## config.mk

```make
export PLATFORM = sky130hd
export DESIGN_NAME = uart_tx_frame
export DESIGN_NICKNAME = d
export VERILOG_FILES = /design/src/rtl/uart_tx_frame.sv
export SDC_FILE = /design/constraint.sdc
export NUM_CORES = 1
export LEC_CHECK = 0
export ABC_CLOCK_PERIOD_IN_PS = 2000
export CAP_MARGIN = 25
export CORE_MARGIN = 2
export CORE_UTILIZATION = 51
export CTS_CLUSTER_DIAMETER = 150
export CTS_CLUSTER_SIZE = 16
export DETAILED_ROUTE_END_ITERATION = 10
export PLACE_DENSITY = 0.76
export SLEW_MARGIN = 20
export SYNTH_ARGS = -nofsm -noshare
export SYNTH_HDL_FRONTEND = slang
export SYNTH_SLANG_ARGS = --single-unit
```

## constraint.sdc

```tcl
create_clock -name i_clk -period 2 [get_ports i_clk]
set_input_delay 0.3 -clock i_clk [delete_from_list [all_inputs] [get_ports i_clk]]
set_output_delay 0.3 -clock i_clk [all_outputs]
set_load 0.005 [all_outputs]
```

## src/rtl/uart_tx_frame.sv

```systemverilog
// uart_tx_frame: serial UART transmitter running on the bit-rate clock.
// Sends a start bit, DATA_WIDTH data bits LSB first, an optional parity
// bit and a stop bit. Every clock cycle is one bit period.
module uart_tx_frame #(
  parameter int DATA_WIDTH = 8
) (
  input  logic                  i_clk,
  input  logic                  i_rst_n,
  input  logic [DATA_WIDTH-1:0] i_p_data,
  input  logic                  i_data_valid,
  input  logic                  i_par_en,
  input  logic                  i_par_typ,
  output logic                  o_tx_out,
  output logic                  o_busy
);

  localparam int CNT_W = (DATA_WIDTH > 1) ? $clog2(DATA_WIDTH) : 1;
  localparam logic [CNT_W-1:0] LAST_BIT = CNT_W'(DATA_WIDTH - 1);

  typedef enum logic [2:0] {
    IDLE,
    START,
    DATA,
    PARITY,
    STOP
  } state_t;

  state_t                state;
  logic [DATA_WIDTH-1:0] shift_reg;
  logic [CNT_W-1:0]      bit_cnt;
  logic                  par_en_q;
  logic                  par_bit_q;

  // Frame sequencer: each state drives the line level for the next bit period,
  // so the serial line and busy flag come straight from flops.
  always_ff @(posedge i_clk or negedge i_rst_n) begin
    if (!i_rst_n) begin
      state     <= IDLE;
      shift_reg <= '0;
      bit_cnt   <= '0;
      par_en_q  <= 1'b0;
      par_bit_q <= 1'b0;
      o_tx_out  <= 1'b1;
      o_busy    <= 1'b0;
    end else begin
      case (state)
        IDLE: begin
          o_tx_out <= 1'b1;
          o_busy   <= 1'b0;
          if (i_data_valid) begin
            shift_reg <= i_p_data;
            par_en_q  <= i_par_en;
            par_bit_q <= (^i_p_data) ^ i_par_typ;
            bit_cnt   <= '0;
            o_tx_out  <= 1'b0;
            o_busy    <= 1'b1;
            state     <= START;
          end
        end

        START: begin
          o_tx_out  <= shift_reg[0];
          shift_reg <= shift_reg >> 1;
          state     <= DATA;
        end

        DATA: begin
          if (bit_cnt == LAST_BIT) begin
            bit_cnt <= '0;
            if (par_en_q) begin
              o_tx_out <= par_bit_q;
              state    <= PARITY;
            end else begin
              o_tx_out <= 1'b1;
              state    <= STOP;
            end
          end else begin
            bit_cnt   <= bit_cnt + 1'b1;
            o_tx_out  <= shift_reg[0];
            shift_reg <= shift_reg >> 1;
          end
        end

        PARITY: begin
          o_tx_out <= 1'b1;
          state    <= STOP;
        end

        STOP: begin
          o_tx_out <= 1'b1;
          o_busy   <= 1'b0;
          state    <= IDLE;
        end

        default: begin
          o_tx_out <= 1'b1;
          o_busy   <= 1'b0;
          state    <= IDLE;
        end
      endcase
    end
  end

endmodule

```

==> flow_summary.yaml, run 1 <==
synth:
  syn_area_um2: 963
  synth_enable_flop_cells: 0
  synthesis.nets: 104
  synth_area_per_cell_um2: 10.8
  yosysSeqAreaShare_pct: 46.9
  synth_top_flop_cell: "dfrtp_1"
  ys_ff_latch: 18
  async_flop_share_pct: 100
  yosysUniqueCellTypes: 27
  postSynthCellCount: 89
  yosysWarningCount: 0
final_layout:
  layout_commonest_cell: "dfrtp_1"
  largest_register_ffs: 8
  drive_above_1_share_pct: 13.2
  diodes: 0
  area_growth_pct: 21.7
  fin_cells: 131
  design_area_mm2: 0.00117
  fin_nets: 122
  seqCellArea_um2: 452
  multi_input_area_um2: 475
  final_cell_mix: "17 x dfrtp_1, 14 x clkdlybuf4s50_1, 11 x nor2_1"
  num-fill-cells: 141
global_routing:
  antenna_found_initial: 0
  grt_max_degree: 19
  grt_pass1_wl_mm: 3.19
  grt_use_total_pct: 20.9
  grt_pass1_vias: 722
  gr-total-overflow: 0
timing:
  fin_crit_sh_pct: 83.9
  slew_viol_final: 0
  rsz0062_at_grt: "no"
  period_needed_ns: 1.68
  fmax_mhz: 596
  hold_violations: 0
  fin_ws_ns: 0.322
  max_slew.worst_pin.slew_ns: 0.437
  timing.slew.headroom_pct: 70.9
  tns_ns: 0
  finalClockSkew_ns: 0.00397
  setup_viol: 0
worst_setup_path:
  slowest_stage: "dfrtp_1"
  worstRegToRegCells: 7
  r2r_start: "bit_cnt[0]$_DFFE_PN0P_"
  cp-end-kind: "flop"
  start_kind: "flop"
  critPathMaxFanout: 16
  cpMostUsedCell: "ha_1"
  worstPathArrival_ns: 1.89
  rr_endpoint: "shift_reg[7]$_DFFE_PN0P_"
  slowest_delay_ns: 0.41
  crit_required_ns: 2.21
  cp_cell_sequence: "ha_1 -> ha_1 -> o21a_1 -> nor3_4 -> buf_4 -> nand3b_1 -> o21ai_0"
  cp_top_family: "adder cells"
  crit_type: "flop to flop"
  path_buf_inv: 1
  r2r_slack_ns: 0.32
worst_hold_path:
  hold_path_class: "input pin to asynchronous set/reset pin"
clocking:
  cts_root_buf: "clkbuf_4"
  post_cts_buffers: 0
  cts_made_buffers: 3
  clock-sinks: 18
  ctsHoldBuffers: 0
  tritoncts: "yes"
  cts_max_path_buffers: 2
  clkLatencyLatePin_ns: 0.29
  cts_resized: 0
  cts.clk_slew.worst_paths_ns: 0.11
  cts_htree_levels: 1
floorplanning:
  fp.dieH_um: 47.5
  start_util_pct: 55.2
  core_area_mm2: 0.00175
  die_x_um: 47.5
  fp-row-count: 15
  dieArea_mm2: 0.00225
  ioPinCount: 15
drt:
  via_per_inst: 5.41
  vias: 709
  dr.pass1.iters: 4
  drcViolationCount: 0
  wirelength_mm: 1.85
  wl_per_cell_um: 14.1
  postRouteAntennaNets: 0
  drt_first_iter_violations: 20
power_and_ir_drop:
  p_per_area_mw_per_mm2: 1480
  ir_drop_mv: 0.874
  p_total_uw: 1740
  p_leak_uw: 0.000498
placement:
  port_buffers: 14
  preCtsSetupSlack_ns: 0.118
  dpl.hpwl_mm: 1.38
  gp_congestion: 0.742
  placed_cell_area_mm2: 0.00114
  dp.cells: 127
run:
  drv_cap: 0
status:
  status: "finished, final reports clean"
[stage by stage]
step	util [%]	hold slack, ns
floorplan	-	0.00441
global placement	65.1	0.483
detailed placement	65.1	0.510
CTS	67.2	0.325
global route	67.2	0.331
finish	67.2	0.318
[worst register-to-register path, cell delays in order, from the launching register on]
cell	delay [ns]
dfrtp_1	0.41
ha_1	0.21
ha_1	0.21
o21a_1	0.20
nor3_4	0.15
buf_4	0.23
nand3b_1	0.09
o21ai_0	0.09
[report_power, final]
| part | total (µW) | switching, µW | internal, µW | leakage (µW) |
|---|---|---|---|---|
| Sequential | 695 | 152 | 543 | 0.000216 |
| Combinational | 819 | 397 | 422 | 0.000261 |
| Clock | 226 | 115 | 111 | 0.0000210 |
| Total | 1740 | 664 | 1080 | 0.000498 |
[cell families after synthesis]
kind of cell / Yosys count / synth area share [%]
multiplexers: 9 / 9.87
buffers and inverters: 7 / 3.77
AND/OR/NAND/NOR: 22 / 13.4
AO/OA/AOI/OAI: 23 / 14.7
adder cells (fa/ha/maj): 2 / 2.60
flip-flops: 18 / 46.9
XOR/XNOR: 8 / 8.83
[layout make-up]
cell class                 instances  share of cell area [%]
tap                               25                    2.67
multi-input combinational         64                    40.6
timing repair buffer              18                    14.5
inverter                           2                   0.640
clock buffer                       4                    3.09
sequential                        18                    38.5
[worst max-delay path by stage]
stage,endpoint,from,slack [ns],cells past startpoint
global route,shift_reg[7]$_DFFE_PN0P_,bit_cnt[0]$_DFFE_PN0P_,0.21,7
floorplan,shift_reg[3]$_DFFE_PN0P_,bit_cnt[0]$_DFFE_PN0P_,0.35,7
CTS,shift_reg[0]$_DFFE_PN0P_,bit_cnt[0]$_DFFE_PN0P_,0.31,7
global placement,par_bit_q$_DFFE_PN0P_,i_p_data[3],0.16,5
finish,shift_reg[7]$_DFFE_PN0P_,bit_cnt[0]$_DFFE_PN0P_,0.32,7
detailed placement,par_bit_q$_DFFE_PN0P_,i_p_data[3],0.12,5
[Yosys cell counts (2+ instances only)]
cell type / instances / area (µm²)
a21oi_1: 10 / 50.1
a32o_1: 3 / 30.0
buf_2: 2 / 10.0
buf_4: 2 / 15.0
dfrtp_1: 17 / 425
ha_1: 2 / 25.0
inv_1: 2 / 7.51
mux2i_1: 8 / 80.1
nand2_1: 2 / 7.51
nor2_1: 11 / 41.3
nor2b_1: 2 / 12.5
nor3_1: 2 / 10.0
o211ai_1: 2 / 15.0
o21a_1: 2 / 15.0
o21ai_0: 5 / 25.0
xnor2_1: 6 / 52.6
[routing by layer]
layer	vias up	routed length (µm)	track usage (%)
li1	349	-	-
met1	346	861	30.5
met2	12	913	30.0
met3	2	48	4.53
met4	0	23	8.89
met5	-	0	0
(Power assumes the default switching activity.)
==> run 2: changes to the inputs <==
Settings changed: ABC_CLOCK_PERIOD_IN_PS 2000 to 1560.
Clock period 2 ns to 1.56 ns, I/O delays scaled along.
==> run 2 against run 1 <==
  * The run now ends with negative setup slack left
  * Final cell count is 5.3% higher
  * Total power is 35% higher
  * Highest routed layer unchanged
  * Hold slack worse by 0.14 ns
  * Die area stayed put
==> flow_summary.yaml, run 2 (synthesis gave the netlist of run 1 again) <==
status:
  status: "finished, violations left"
  violations: "negative setup slack"
timing:
  holdWs_ns: 0.181
  finalClockSkew_ns: 0.00244
  period_needed_ns: 1.58
  setup_viol: 7
  hold_violations: 0
  fin_ws_ns: -0.0183
  fmax_mhz: 634
  max_slew.worst_pin.slew_ns: 0.353
  rsz0062_at_grt: "yes"
  slew_viol_final: 0
  timing.slew.headroom_pct: 76.5
  fin_crit_sh_pct: 101
floorplanning:
  die_x_um: 47.5
  ioPinCount: 15
  fp.dieH_um: 47.5
  core_area_mm2: 0.00175
  start_util_pct: 55.2
  dieArea_mm2: 0.00225
  fp-row-count: 15
placement:
  gp_congestion: 0.768
  placed_cell_area_mm2: 0.00122
  port_buffers: 14
  dpl.hpwl_mm: 1.40
  dp.cells: 134
final_layout:
  fin_cells: 138
  largest_register_ffs: 8
  diodes: 0
  fin_nets: 129
  layout_commonest_cell: "dfrtp_1"
  drive_above_1_share_pct: 21.2
  area_growth_pct: 30.5
  design_area_mm2: 0.00126
  final_cell_mix: "17 x dfrtp_1, 13 x clkdlybuf4s50_1, 10 x a21oi_1, 10 x nor2_1, 10 x buf_4"
worst_setup_path:
  slowest_stage: "dfrtp_1"
  cp-end-kind: "flop"
  path_buf_inv: 1
  cp.depth: 7
  crit_path_end: "shift_reg[6]$_DFFE_PN0P_"
  crit_required_ns: 1.79
  r2r_start: "bit_cnt[1]$_DFFE_PN0P_"
  critPathMaxFanout: 16
  worstRegToRegCells: 7
  startpoint: "bit_cnt[1]$_DFFE_PN0P_"
  start_kind: "flop"
  crit_type: "flop to flop"
  worstPathArrival_ns: 1.80
  cp_cell_sequence: "ha_2 -> ha_4 -> o21a_1 -> nor3_4 -> buf_12 -> nor2_1 -> a21oi_1"
  slowest_delay_ns: 0.40
  r2r_slack_ns: -0.02
  cp_top_family: "flip-flops"
  rr_endpoint: "shift_reg[6]$_DFFE_PN0P_"
global_routing:
  grt_pass1_wl_mm: 3.12
  gr-total-overflow: 0
  grt_use_total_pct: 20.2
  grt_max_degree: 17
  grt_pass1_vias: 744
  antenna_found_initial: 0
power_and_ir_drop:
  p_per_area_mw_per_mm2: 1870
  ir_drop_mv: 1.15
  p_total_uw: 2360
  p_leak_uw: 0.000542
drt:
  via_per_inst: 5.30
  drcViolationCount: 0
  wl_per_cell_um: 13.3
  dr.pass1.iters: 4
  drt_first_iter_violations: 17
  vias: 732
  postRouteAntennaNets: 0
  wirelength_mm: 1.83
clocking:
  ctsHoldBuffers: 0
  post_cts_buffers: 0
  clock-sinks: 18
  tritoncts: "yes"
  cts_made_buffers: 3
  cts_root_buf: "clkbuf_4"
  clkLatencyLatePin_ns: 0.29
  cts_htree_levels: 1
  cts.clk_slew.worst_paths_ns: 0.11
  cts_max_path_buffers: 2
run:
  drv_cap: 0
worst_hold_path:
  hold_path_class: "input pin to asynchronous set/reset pin"
-- run 2: cell types whose count changed in the layout (fill, tap and decap cells not counted), sizes merged --
cell           before  now
dlymetal6s2s        0    1
clkdlybuf4s50      14   13
buf                 4   11
-- run 2: worst min path at each step --
stage / start / endpoint / slack [ns] / depth (start not counted)
2_1_floorplan: i_rst_n / bit_cnt[0]$_DFFE_PN0P_ / -0.06 / 0
3_3_place_gp: bit_cnt[1]$_DFFE_PN0P_ / bit_cnt[1]$_DFFE_PN0P_ / 0.49 / 1
3_5_place_dp: par_bit_q$_DFFE_PN0P_ / par_bit_q$_DFFE_PN0P_ / 0.50 / 1
4_1_cts: i_rst_n / state[1]$_DFFE_PN0P_ / 0.18 / 1
5_1_grt: i_rst_n / shift_reg[7]$_DFFE_PN0P_ / 0.19 / 1
6_report: i_rst_n / par_en_q$_DFFE_PN0P_ / 0.18 / 1
-- run 2: worst register-to-register path, cell delays in order, from the launching register on --
cell     delay [ns]
dfrtp_1        0.40
ha_2           0.21
ha_4           0.16
o21a_1         0.21
nor3_4         0.21
buf_12         0.16
nor2_1         0.04
a21oi_1        0.12
-- run 2: layout make-up --
type | instances | area, µm²
clock buffers | 4 | 36.3
fillers | 138 | 488
inverters | 2 | 7.51
multi-input cells | 64 | 493
flip-flops and latches | 18 | 452
well taps | 25 | 31.3
repair buffers | 25 | 238
-- run 2: stage by stage --
| stage | setup slack (ns) | util, % | setup TNS [ns] |
|---|---|---|---|
| global placement | -0.226 | 69.7 | -0.226 |
| finish | -0.0183 | 72.0 | -0.0652 |
| global route | -0.0905 | 72.0 | -0.611 |
| floorplan | -0.0151 | - | -0.0302 |
| CTS | -0.0238 | 71.8 | -0.109 |
| detailed placement | -0.260 | 69.7 | -0.260 |
-- run 2: layer usage --
metal  GRT usage (%)  part of all wire (%)
met1            26.1                    47
met2            33.2                    49
met3            3.77                   2.6
met4            8.89                   1.1
met5               0                     0
-- run 2: power breakdown --
part           switching, µW  internal, µW  total, µW
combinational            552           636       1190
sequential               180           696        876
clock                    151           142        293
total                    882          1470       2360
-- run 2: repair_timing --
action,CTS,global route
gates cloned,0,0
endpoints found under the setup margin,8,12
resized for setup,0,2
